--- config.mk ---
export PLATFORM = sky130hd
export DESIGN_NAME = div_unit
export DESIGN_NICKNAME = d
export VERILOG_FILES = /design/src/rtl/div_unit.sv
export SDC_FILE = /design/constraint.sdc
export NUM_CORES = 1
export LEC_CHECK = 0
export CAP_MARGIN = 10
export CORE_AREA = 2 2 186 151
export DETAILED_ROUTE_END_ITERATION = 7
export DIE_AREA = 0 0 188 153
export REMOVE_ABC_BUFFERS = 1
export SLEW_MARGIN = 10
export SYNTH_ARGS = -nofsm -noshare
export SYNTH_HDL_FRONTEND = slang
export SYNTH_SLANG_ARGS = --single-unit
--- constraint.sdc ---
create_clock -name clk -period 3.55 [get_ports clk]
set_clock_uncertainty 0.05 [all_clocks]
set_input_delay 0.71 -clock clk [delete_from_list [all_inputs] [get_ports clk]]
set_output_delay 0.71 -clock clk [all_outputs]
set_load 0.01 [all_outputs]
--- src/rtl/div_unit.sv ---
// Multicycle signed restoring divider (DIV): quotient on lo_out, remainder on hi_out.
// Build option DIV_EARLY_OUT_EN skips the iterations when |dividend| < |divisor|.
module div_unit #(
    parameter int WIDTH = 32
) (
    input  logic                    clk,
    input  logic                    reset,
    input  logic                    div_start,
    input  logic signed [WIDTH-1:0] dividend,
    input  logic signed [WIDTH-1:0] divisor,
    output logic signed [WIDTH-1:0] lo_out,
    output logic signed [WIDTH-1:0] hi_out,
    output logic                    div_done,
    output logic                    div_zero
);

    typedef enum logic [1:0] {IDLE, BUSY, FINISH} state_t;

    localparam int CW = $clog2(WIDTH) + 1;

    state_t           state_q;
    logic [CW-1:0]    cnt_q;
    logic [WIDTH:0]   rem_q;
    logic [WIDTH-1:0] quo_q;
    logic [WIDTH-1:0] dvs_q;
    logic             neg_q_q;
    logic             neg_r_q;
    logic [WIDTH-1:0] lo_q;
    logic [WIDTH-1:0] hi_q;
    logic             done_q;
    logic             zero_q;

    logic [WIDTH+1:0] shift_rem;
    logic [WIDTH:0]   rem_d;
    logic [WIDTH-1:0] quo_d;

    function automatic logic [WIDTH-1:0] magnitude(input logic signed [WIDTH-1:0] v);
        logic [WIDTH-1:0] u;
        u = v;
        return v[WIDTH-1] ? (~u + 1'b1) : u;
    endfunction

    // Two's complement negation truncated to WIDTH, applied only when neg is set.
    function automatic logic [WIDTH-1:0] apply_sign(input logic neg, input logic [WIDTH-1:0] m);
        return neg ? (~m + 1'b1) : m;
    endfunction

    always_comb begin
        shift_rem = {rem_q, quo_q[WIDTH-1]};
        rem_d     = shift_rem[WIDTH:0];
        quo_d     = {quo_q[WIDTH-2:0], 1'b0};
        if (shift_rem >= {2'b00, dvs_q}) begin
            rem_d = (WIDTH+1)'(shift_rem - {2'b00, dvs_q});
            quo_d = {quo_q[WIDTH-2:0], 1'b1};
        end
    end

    always_ff @(posedge clk) begin
        if (reset) begin
            state_q <= IDLE;
            cnt_q   <= '0;
            rem_q   <= '0;
            quo_q   <= '0;
            dvs_q   <= '0;
            neg_q_q <= 1'b0;
            neg_r_q <= 1'b0;
            lo_q    <= '0;
            hi_q    <= '0;
            done_q  <= 1'b0;
            zero_q  <= 1'b0;
        end else begin
            done_q <= 1'b0;
            zero_q <= 1'b0;
            case (state_q)
                IDLE: begin
                    if (div_start) begin
                        if (divisor == '0) begin
                            zero_q <= 1'b1;
                        end else begin
                            dvs_q   <= magnitude(divisor);
                            neg_q_q <= dividend[WIDTH-1] ^ divisor[WIDTH-1];
                            neg_r_q <= dividend[WIDTH-1];
                            cnt_q   <= '0;
`ifdef DIV_EARLY_OUT_EN
                            if (magnitude(dividend) < magnitude(divisor)) begin
                                quo_q   <= '0;
                                rem_q   <= {1'b0, magnitude(dividend)};
                                state_q <= FINISH;
                            end else begin
                                quo_q   <= magnitude(dividend);
                                rem_q   <= '0;
                                state_q <= BUSY;
                            end
`else
                            quo_q   <= magnitude(dividend);
                            rem_q   <= '0;
                            state_q <= BUSY;
`endif
                        end
                    end
                end
                BUSY: begin
                    rem_q <= rem_d;
                    quo_q <= quo_d;
                    cnt_q <= cnt_q + CW'(1);
                    if (cnt_q == CW'(WIDTH - 1)) begin
                        state_q <= FINISH;
                    end
                end
                FINISH: begin
                    // The restored remainder is always below |divisor|, so its low WIDTH bits are exact.
                    lo_q    <= apply_sign(neg_q_q, quo_q);
                    hi_q    <= apply_sign(neg_r_q, rem_q[WIDTH-1:0]);
                    done_q  <= 1'b1;
                    state_q <= IDLE;
                end
                default: state_q <= IDLE;
            endcase
        end
    end

    assign lo_out   = lo_q;
    assign hi_out   = hi_q;
    assign div_done = done_q;
    assign div_zero = zero_q;

endmodule

==> impl_results.md, run 1 <==
* Outcome: complete, no violations
* Buffers & Inverters on Critical Path at 1
* Maximum vdd drop at 357 uV
* Crit Path Max Fanout at 7
* # resized after CTS at 0
* Setup repair bufs after CTS at 0
* Starting Density at 39.4%
* Antenna cells at 0
* WS Path Type: in2reg
* Commonest cells in the netlist: 173 x dfxtp_1, 168 x nor2_1, 141 x nand2_1
* Ranking of synthesized cells by area: dfxtp_1 33%, xor2_1 9.0%, a211oi_1 6.8%
* CP most frequent cell: or4_1
* Area growth syn-to-layout at 26.2%
* Prevailing post-synth register cell: dfxtp_1
* Initial antenna violation count at 0
* Total track usage at 20.2%
* Startpoint type of the worst setup path: input pin
* Ys async rst share at 0%
* Distinct cells, synth at 53
* CTS H-tree lvls at 4
* Post-Synth Adder-Cell Area at 4.54%
* First DRT Iteration DRCs at 718
* Yosys warning count at 0
* Proportion of layout cells with a drive suffix above 1 at 8.72%
* Slowest stage cell, crit path: or4_1
* Row cnt at 54
* CP required at 3.79 ns
* Worst Tran Pin Value at 0.984 ns
* Hold Fails Final Rpt at 0
* Top Family by Delay on Critical Path: simple AND/OR/NAND/NOR gates
* CP Capture Type: flip-flop
* Final min period at 3.30 ns
* Area of the mapped netlist at 10600 um2
* Setup violators final at 0
* Pin count of the biggest net entering global routing at 88
* Largest family of logic cells by synthesized area: compound AO/OA/AOI/OAI gates
* Final ANT Viol Nets at 0
* Sw Pwr at 1.47 mW
* Vias per cell at 5.28
* First-pass GRT wire length at 47800 um
* Area of the die at 28800 um2
* Dominant cell by count in the synthesized netlist: dfxtp_1
* Syn_area_per_cell at 7.76 um2
* Relative slew slack at 34.4%
* Setup TNS at 0 ns
* GRT overflow at 0
* # placed instances at 1858
* Post-synthesis mux area share at 1.71%
* Fin. max-slew vios at 0
* Fin crit share at 93.1%
* GP Congestion at 0.925
* Overall Power at 5.03 mW
* Crit path DAT at 3.55 ns
* Leakage at 5.07 nW
* Pint at 3.56 mW
* Post-synth EDFFs at 0
* Worst hold margin at 0.407 ns
* Filler cells at 2675
* Peak Freq at 0.303 GHz
* Routed WL per cell at 15.3 um
* Core ar. at 27000 um2
* DRC Markers at 0
* TritonCTS buffer count at 17
* #FFs+latches synth at 173
* Pwr dens at 375 nW/um2
* Hold buffers post-CTS at 0
* WL final at 29000 um
* Sw Ratio at 29.2%
* MaxCap Viol Count at 0
* Compound-gate portion of the synthesized area at 25.6%
* Max clock buf depth at 2
* CTS tree: done
* CTS root buf: clkbuf_16
* Post-Synth XOR/XNOR Area at 12.1%
* Crit-path cells: clkdlybuf4s50_1 > or4_1 > or4_1 > or3_1 > o41ai_1 > xor2_1 > a211oi_1 > a21oi_1 > nor2_1
* Fin nets at 1618
* Sequential power share at 41.8%
* # clock sinks at 173
* Sequential Area at 3460 um2
* Area of the multi-input gates at 6680 um2
* Clk pwr share at 39.2%
* Largest area contributor in the netlist: dfxtp_1
* Post-synthesis simple-gate area fraction at 18.5%
* Port Buffers at 132
* Largest stage delay on the critical path at 0.57 ns
* # IOs at 133
* CTS clk-pin slew, worst paths at 0.08 ns
* DRT Pass-1 Iters at 5
* Cells after Synth at 1371
* DPL Wire Length at 22200 um
* Worst-skew pair later-pin latency at 0.43 ns
* Logic gate share of total power at 19.1%
* Vias in the first global route at 9143
* Die Span X at 188 um
* HP Class: reg2reg
* Via Count at 9975
* Die height at 153 um
* RSZ-0062 raised after global routing: false
* Post-Layout Cell Count at 1890
* Register area share after synthesis at 32.6%
* Top cell type's share of synthesized area at 32.6%
## layer usage
| layer | vias up | routed length [um] | GRT usage [%] | part of all wire [%] |
|---|---|---|---|---|
| met5 | - | 0 | 0 | 0 |
| met4 | 0 | 232 | 4.54 | 0.80 |
| met3 | 12 | 1170 | 2.92 | 4.0 |
| met2 | 214 | 11200 | 27.1 | 39 |
| met1 | 4549 | 16400 | 33.1 | 57 |
| li1 | 5200 | - | - | - |
## logic make-up (layout without fill, tap and decap cells)
family / after synthesis / in the layout
AOI/OAI and AO/OA: 418 / 418
xor gates and xnor gates: 147 / 147
adders and majority gates: 38 / 38
buffers and inverters: 139 / 294
DFF: 173 / 173
muxes: 18 / 18
and+or+nand+nor: 438 / 438
## power by group through the flow
stage	Combinational [mW]	Clock, mW	Sequential (mW)
3_5_place_dp	0.952	0	2.14
2_1_floorplan	0.584	0	2.12
6_report	0.960	1.97	2.10
5_1_grt	1.07	2.11	2.11
3_3_place_gp	0.945	0	2.14
4_1_cts	0.956	2.02	2.10
## area by class of cell
cell class	instances	share of cell area, %
inverter	48	1.34
multi-input combinational	1059	49.8
timing repair buffer	214	15.2
sequential	173	25.8
clock inverter	14	1.34
tap	364	3.39
clock buffer	18	3.20
## layout by cell type (no fill, tap or decap), types with 8 or more instances in the layout
cell / instances
dfxtp_1: 173
nor2_1: 167
nand2_1: 141
clkdlybuf4s50_1: 131
xor2_1: 109
o21ai_0: 106
a211oi_1: 96
a21oi_1: 88
buf_4: 75
inv_1: 48
xnor2_1: 38
ha_1: 37
o31ai_1: 33
or3_1: 18
o41ai_1: 17
mux2i_1: 17
nor3_1: 17
clkbuf_16: 17
nand4_1: 16
or4_1: 16
o211ai_1: 16
nand3_1: 14
a21o_1: 12
a22oi_1: 10
nor4_1: 9
a22o_1: 9
nand2b_1: 8
and3_1: 8
buf_12: 8
## metrics by stage
step | setup WS, ns | area (um2) | util, %
floorplan | -1.47 | 10300 | -
global placement | -0.142 | 12800 | 47.5
detailed placement | -0.173 | 12800 | 47.5
CTS | 0.243 | 13400 | 49.8
global route | 0.0425 | 13400 | 49.8
finish | 0.246 | 13400 | 49.8
## sequential cells by signal, summed over array words and instances (netlist names)
signal    count
div_done      1
quo_q        32
neg_q_q       1
cnt_q         6
hi_out       32
rem_q        33
lo_out       32
neg_r_q       1
state_q       2
div_zero      1
dvs_q        32
## worst reg2reg max path, cell delays in order, from the launching register on
cell and delay (ns):
dfxtp_1 0.38, or4_4 0.57, or4_4 0.44, or3_1 0.40
or2_1 0.29, or4_4 0.48, o41ai_2 0.24, xor2_1 0.11
a211oi_1 0.25
## worst paths after layout
path,startpoint,endpoint,slack [ns],depth (start not counted)
worst min register to register,hi_out[0],hi_out[0],0.41,2
worst min-delay path,hi_out[0],hi_out[0],0.41,2
worst max-delay path,dividend[12],quo_q[21],0.25,9
worst max register to register,quo_q[11],lo_out[29],0.25,8
(Power assumes the default switching activity.)
==> inputs of run 2 (changes only) <==
--- a/config.mk
+++ b/config.mk
@@ -6,9 +6,11 @@
 export NUM_CORES = 1
 export LEC_CHECK = 0
 export CAP_MARGIN = 10
-export CORE_AREA = 2 2 186 151
+export CORE_AREA = 2 2 167 136
 export DETAILED_ROUTE_END_ITERATION = 7
-export DIE_AREA = 0 0 188 153
+export DIE_AREA = 0 0 169 138
+export HOLD_SLACK_MARGIN = 0.03
+export PLACE_DENSITY = 0.75
 export REMOVE_ABC_BUFFERS = 1
 export SLEW_MARGIN = 10
 export SYNTH_ARGS = -nofsm -noshare
==> run 2 against run 1 <==
Compared with the run above:
- maximum frequency is 0.45% higher
- global-route usage is 3.5 points higher
- wire length is 4.3% lower
- critical path depth is 1 lower
- largest power group unchanged
- via count is 1.3% higher
- final cell count is 4.8% lower
- register-to-register slack hardly changed
- total power is 0.89% higher
- sequential cell count stayed put
- worst hold slack better by 0.0016 ns
==> impl_results.md, run 2 (synthesized netlist as in run 1, its figures left out) <==
* Outcome: complete, no violations
* Die height at 138 um
* WS Path Type: reg2reg
* Post-Layout Cell Count at 1800
* Top Family by Delay on Critical Path: simple AND/OR/NAND/NOR gates
* Buffers & Inverters on Critical Path at 0
* Core ar. at 21900 um2
* Initial antenna violation count at 0
* RSZ-0062 raised after global routing: false
* HP Class: reg2reg
* Fin crit share at 92.7%
* Leakage at 5.04 nW
* Final min period at 3.29 ns
* Relative slew slack at 40.9%
* WL final at 27700 um
* Final ANT Viol Nets at 0
* Setup repair bufs after CTS at 0
* Proportion of layout cells with a drive suffix above 1 at 8.36%
* CTS H-tree lvls at 4
* Grt peak-use layer: met1
* Antenna cells at 0
* Max reg flops at 33
* Pin count of the biggest net entering global routing at 55
* CTS tree: done
* Setup TNS at 0 ns
* Biggest register: rem_q
* GP Congestion at 0.936
* First-pass GRT wire length at 46000 um
* Vias per cell at 5.62
* Max clock buf depth at 2
* Peak Freq at 0.304 GHz
* Commonest non-fill, non-tap cells in the layout: 173 x dfxtp_1, 167 x nor2_1, 141 x nand2_1
* Crit Path Max Fanout at 7
* Total track usage at 23.8%
* Pwr dens at 383 nW/um2
* Hold buffers post-CTS at 0
* CP Capture Type: flip-flop
* CP required at 3.84 ns
* Crit-path cells: or4_4 > or4_4 > or3_1 > or2_1 > or4_4 > o41ai_2 > xor2_1 > a211oi_1
* Die Span X at 169 um
* Filler cells at 1968
* Setup violators final at 0
* Global routing usage on met2 at 33.4%
* Row cnt at 49
* Fin. max-slew vios at 0
* Largest stage delay on the critical path at 0.59 ns
* Area growth syn-to-layout at 24.6%
* First DRT Iteration DRCs at 867
* CTS clk-pin slew, worst paths at 0.07 ns
* Maximum vdd drop at 346 uV
* Via Count at 10108
* Area of the die at 23300 um2
* Startpoint type of the worst setup path: flip-flop
* Crit path DAT at 3.58 ns
* CTS root buf: clkbuf_16
* GRT overflow at 0
* CP most frequent cell: or4_4
* Starting Density at 48.4%
* Port Buffers at 132
* Fin nets at 1612
* Worst-skew pair later-pin latency at 0.43 ns
* GRT met1 Usage at 37.7%
* Worst Tran Pin Value at 0.883 ns
* Slowest stage cell, crit path: or4_4
* DRT Pass-1 Iters at 5
* # placed instances at 1768
* # resized after CTS at 0
* MaxCap Viol Count at 0
* Hold Fails Final Rpt at 0
* DPL Wire Length at 21300 um
* GR Util met3 at 2.98%
* Vias in the first global route at 9040
* # IOs at 133
* Sequential Area at 3460 um2
* Most common cell after layout, fill and taps aside: dfxtp_1
* # clock sinks at 173
* Routed WL per cell at 15.4 um
* DRC Markers at 0
* Area of the multi-input gates at 6680 um2
* TritonCTS buffer count at 17
* Fin util at 60.4%
* Worst reg-to-reg setup slack at 0.26 ns
[run 2: changes by cell type in the layout (fill, tap and decap cells not counted), sizes merged]
cell,change
buf,-6
clkinv,+2
clkinvlp,-2
bufinv,+1
inv,-1
[run 2: stage by stage]
| step | power (mW) | setup slack (ns) | hold WS (ns) | instance area (um2) |
|---|---|---|---|---|
| 2_1_floorplan | 2.71 | -1.47 | 0.390 | 10300 |
| 3_3_place_gp | 3.06 | -0.0965 | 0.393 | 12600 |
| 6_report | 5.08 | 0.261 | 0.408 | 13300 |
| 3_5_place_dp | 3.08 | -0.131 | 0.403 | 12600 |
| 5_1_grt | 5.30 | 0.0631 | 0.430 | 13300 |
| 4_1_cts | 5.09 | 0.263 | 0.413 | 13300 |
[run 2: tightest hold or removal path: stages (launching register included)]
cell	delay, ns
dfxtp_1	0.32
nand2_1	0.05
a21oi_1	0.05
[run 2: worst paths after layout]
path              start          to  depth (start not counted)
max           quo_q[10]  lo_out[29]                          8
min          lo_out[28]  lo_out[28]                          2
max reg2reg   quo_q[10]  lo_out[29]                          8
min reg2reg  lo_out[28]  lo_out[28]                          2
[run 2: layer usage]
| metal | share of wire [%] | vias up |
|---|---|---|
| li1 | - | 5190 |
| met4 | 1.3 | 0 |
| met5 | 0 | - |
| met3 | 6.4 | 27 |
| met1 | 52 | 4591 |
| met2 | 41 | 300 |
[run 2: cell type report]
| class | count | share of cell area (%) |
|---|---|---|
| clock buffer | 18 | 3.31 |
| timing repair buffer | 208 | 14.6 |
| inverter | 48 | 1.36 |
| clock inverter | 14 | 1.53 |
| multi-input combinational | 1059 | 50.4 |
| sequential | 173 | 26.1 |
| tap | 280 | 2.64 |
[run 2: report_power, final]
group | internal (mW) | switching, mW
combinational | 0.414 | 0.535
sequential | 2.01 | 0.0850
clock | 1.21 | 0.816
total | 3.64 | 1.44
==> RTL change 1, RTL diff (config.mk and constraints of run 1) <==
The parameter `WIDTH` goes from 32 to 16.
--- a/src/rtl/div_unit.sv
+++ b/src/rtl/div_unit.sv
@@ -3,3 +3,3 @@
 module div_unit #(
-    parameter int WIDTH = 32
+    parameter int WIDTH = 16
 ) (
Ports: changed (resized dividend, divisor, hi_out and lo_out); port bits go from 133 to 69. The function was not compared with the original's and may differ.
==> RTL change 1 against run 1 <==
- total power shrank 2.5%
- sequential share of layout area grew 0.96 points
- final area shrank 49%
- area after synthesis shrank 48%
- sequential cell count shrank 81
- synthesized cell count shrank 51%
- routed wire length shrank 46%
- sequential power shrank 35%
- setup slack gained 0.20 ns
- largest cell class unchanged
==> RTL change 1: results (changes against run 1) <==
status=finished, final reports clean; post-placement cell count=1078 (-42%); clk buf depth=2 (unchanged); Most flops, register=rem_q; register area=1840 µm² (-47%); leakage dissipation=2.39 nW (-53%); H-tree levels=3 (-1); routed vias=5044 (-49%); max FFs per register=17 (-48%); initial drt markers=417 (-42%); Nets=783 (-52%); Layout area overhead=25.3%; VDD IR max=0.300 mV (-16%); fill cell count=2896 (+8.3%); relative slew slack=52.4% (+18 points); Max FO, Critical Path=8 (+1); pre-CTS WS=0.104 ns (+0.277 ns); Row Count=54 (unchanged); sequential power share=27.8% (-14 points); first-pass GRT wire length=25000 µm (-48%); vias in the first global route=4482 (-51%); layout cells sized above 1=5.21% (-3.5 points); pin count of the biggest net entering global routing=39 (-56%); largest cells by area after synthesis=dfxtp_1 34%, xor2_1 7.2%, a211oi_1 5.2%; CTS root buf=clkbuf_16; Int Pwr=2.76 mW (-23%); Syn Inst Count=675 (-51%); Pre-antenna DRT Iters=5 (unchanged); Async S/R FF share, synth=0% (unchanged); Final clock-cell share=4.73% (+0.19 points); dpl cell area=6560 µm² (-49%); Post-synth top cells=92 x dfxtp_1, 69 x nand2_1, 66 x nor2_1; Netlist cell types=57 (+7.5%); comb_multi_in=514 (-51%); NonClk Buf Share=11.3% (-3.8 points); Non-clk bufs=80 (-63%); clkbuf count=10 (-8); sequential share of the synthesized area=33.5% (+0.95 points); CP arrival=3.27 ns (-0.28 ns); crit-path max cell delay=0.47 ns (-0.10 ns); CP top delay family=compound AO/OA/AOI/OAI gates; Inverters=28 (-42%); All-Layer GR Usage=10.7% (-9.5 points); clk sinks=92 (-47%); Antenna diodes=0 (unchanged); total CTS buffers=9 (-8); Detailed Place HPWL=12000 µm (-46%); GP Congestion=0.876 (-5.3%); Post-Route WL=15500 µm (-46%); NetSw=2.14 mW (+46%); Routed WL per cell=14.2 µm (-7.3%); post-cts resize count=0 (unchanged); Skew-Pair Late Insertion Delay=0.35 ns (-0.08 ns); Max stage delay cell, worst path=nor2_1; area occupied by multi-input gates=3380 µm² (-49%); combinational share of power=50.4% (+31 points); PortBufs=68 (-48%)
==> RTL change 1: per-layer routing <==
layer | vias to the layer above | GRT usage, % | wire [µm]
met5 | - | 0 | 0
met4 | 0 | 2.81 | 186
met3 | 12 | 2.73 | 1010
met2 | 143 | 13.9 | 5830
met1 | 2334 | 17.0 | 8500
li1 | 2555 | - | -
==> RTL change 1: worst paths after layout <==
check / start / end / slack [ns] / cells past startpoint
min: cnt_q[4] / cnt_q[4] / 0.40 / 2
min reg2reg: cnt_q[4] / cnt_q[4] / 0.40 / 2
max reg2reg: dvs_q[0] / rem_q[3] / 0.45 / 9
max: dvs_q[0] / rem_q[3] / 0.45 / 9
==> RTL change 1: cell families after synthesis <==
logic type | after synthesis | share of synthesized area [%]
fa+ha+maj | 23 | 5.37
flops | 92 | 33.5
compound gates | 195 | 24.8
mux | 4 | 0.729
simple gates | 223 | 19.4
buf+inv | 69 | 5.19
xor+xnor | 69 | 11.0
==> RTL change 2, RTL diff (flow settings as in run 1) <==
Made on the original files. Make the reset (`reset`) asynchronous in one clocked block.
--- a/src/rtl/div_unit.sv
+++ b/src/rtl/div_unit.sv
@@ -57,3 +57,3 @@
 
-    always_ff @(posedge clk) begin
+    always_ff @(posedge clk or posedge reset) begin
         if (reset) begin
Function: differs if reset is asserted again (counterexample within 4 cycles, from zero or initial values and one cycle with reset high); with reset held inactive, the same outputs for 4 cycles.
==> RTL change 2 against run 1 <==
- count of clock-buffer cells in the layout is 1 higher
- sequential cell count stayed put
- final area is 1.7% higher
- setup slack worse by 0.0081 ns
- area after synthesis is 4.5% higher
- synthesized cell count is 5.4% lower
- routed wire length hardly changed
- utilization is 0.84 points higher
Power is not compared: it rests on default switching activity, and its combinational part moved more than twofold at a synthesized area within 25%.
==> RTL change 2: results (changes against run 1) <==
status=finished, final reports clean; register area=4330 µm² (+25%); comb_multi_in=1001 (-5.5%); clkbuf count=19 (+1); first-pass GRT wire length=48300 µm (+0.92%); crit-path max cell delay=0.37 ns (-0.20 ns); Layout Cells excl Fill=1799 (-4.8%); sequential share of the synthesized area=39.0% (+6.4 points); H-tree levels=4 (unchanged); cell accounting for the most synthesized area=dfrtp_1; dpl cell area=13000 µm² (+1.6%); Post-Route WL=29000 µm (about the same); All-Layer GR Usage=20.7% (+0.49 points); fill cell count=2518 (-5.9%); CTS root buf=clkbuf_16; Netlist cell types=67 (+26%); VDD IR max=0.549 mV; Yosys warnings=0 (unchanged); Async S/R FF share, synth=100% (+100 points); Nets=1527 (-5.6%); Setup crit start kind=flop; fin area=13600 µm² (+1.7%); Syn Inst Count=1297 (-5.4%); relative slew slack=24.0% (-10 points); NonClk Buf Share=12.4% (-2.7 points); FF-to-FF path depth=13 (+5); GP Congestion=0.886 (-4.3%); Detailed Place HPWL=21800 µm (-1.7%); initial drt markers=730 (+1.7%); Max stage delay cell, worst path=a22oi_2; pin count of the biggest net entering global routing=112 (+27%); Non-clk bufs=172 (-20%); area occupied by multi-input gates=6320 µm² (-5.5%); Post-synth top cells=204 x nand2_1, 203 x o21ai_0, 173 x dfrtp_1; largest cells by area after synthesis=dfrtp_1 39%, o21ai_0 9.1%, xor2_1 8.7%; Hold Crit Start=hi_out[16]; r2r endpoint=rem_q[1]; Inverters=57 (+19%); vias in the first global route=9001 (-1.6%); vias per cell=5.32 (+0.81%); total CTS buffers=17 (unchanged); Fin Hold WS=0.426 ns (+0.0189 ns); reg2reg start=quo_q[31]; layout cells sized above 1=6.83% (-1.9 points); hold path endpoint=hi_out[16]; pre-CTS WS=0.0502 ns (+0.223 ns); Max FO, Critical Path=19 (+12)
-- RTL change 2: cell count changes after synthesis, sizes merged, moves of 10 or more --
cell	change
dfrtp	+173
dfxtp	-173
nor2	-111
o21ai	+97
a211oi	-95
nand2	+63
clkbuf	-36
a21oi	-29
a32oi	+11
buf	+11
mux2i	+10
-- RTL change 2: where the power goes --
part	switching, mW	leakage [nW]	total, mW	internal (mW)
registers	0.892	2.23	3.58	2.69
logic	3.71	3.26	6.73	3.02
clock network	0.842	0.300	2.00	1.16
-- RTL change 2: logic make-up (layout without fill, tap and decap cells) --
family | count (synthesis) | count (layout) | share of synthesized area (%)
AOI/OAI and AO/OA | 399 | 399 | 21.7
and+or+nand+nor | 390 | 390 | 16.6
DFF | 173 | 173 | 39.0
xor gates and xnor gates | 147 | 147 | 11.6
buffers and inverters | 123 | 261 | 4.39
adders and majority gates | 38 | 38 | 4.35
muxes | 27 | 27 | 2.43
-- RTL change 2: critical path, delay by kind of cell (launching register included) --
kind            cells  cell delay (ns)
simple gates        1             0.29
buf+inv             3             0.40
mux                 1             0.22
flops               1             0.35
fa+ha+maj           2             0.43
compound gates      6             1.40
-- RTL change 2: how the worst max path moves through the flow --
| stage | start | end | slack, ns |
|---|---|---|---|
| 3_3_place_gp | divisor[9] | dvs_q[29] | 0.09 |
| 6_report | quo_q[31] | rem_q[1] | 0.24 |
| 3_5_place_dp | divisor[9] | dvs_q[29] | 0.05 |
| 2_1_floorplan | reset | cnt_q[0] | -1.90 |
| 4_1_cts | quo_q[31] | quo_q[0] | 0.20 |
| 5_1_grt | quo_q[31] | rem_q[22] | 0.01 |
-- RTL change 2: routing by layer --
layer	track usage [%]	part of all wire [%]	vias up
met3	3.83	5.0	21
met4	4.54	0.77	0
li1	-	-	4850
met5	0	0	-
met2	29.2	40	232
met1	32.5	54	4469
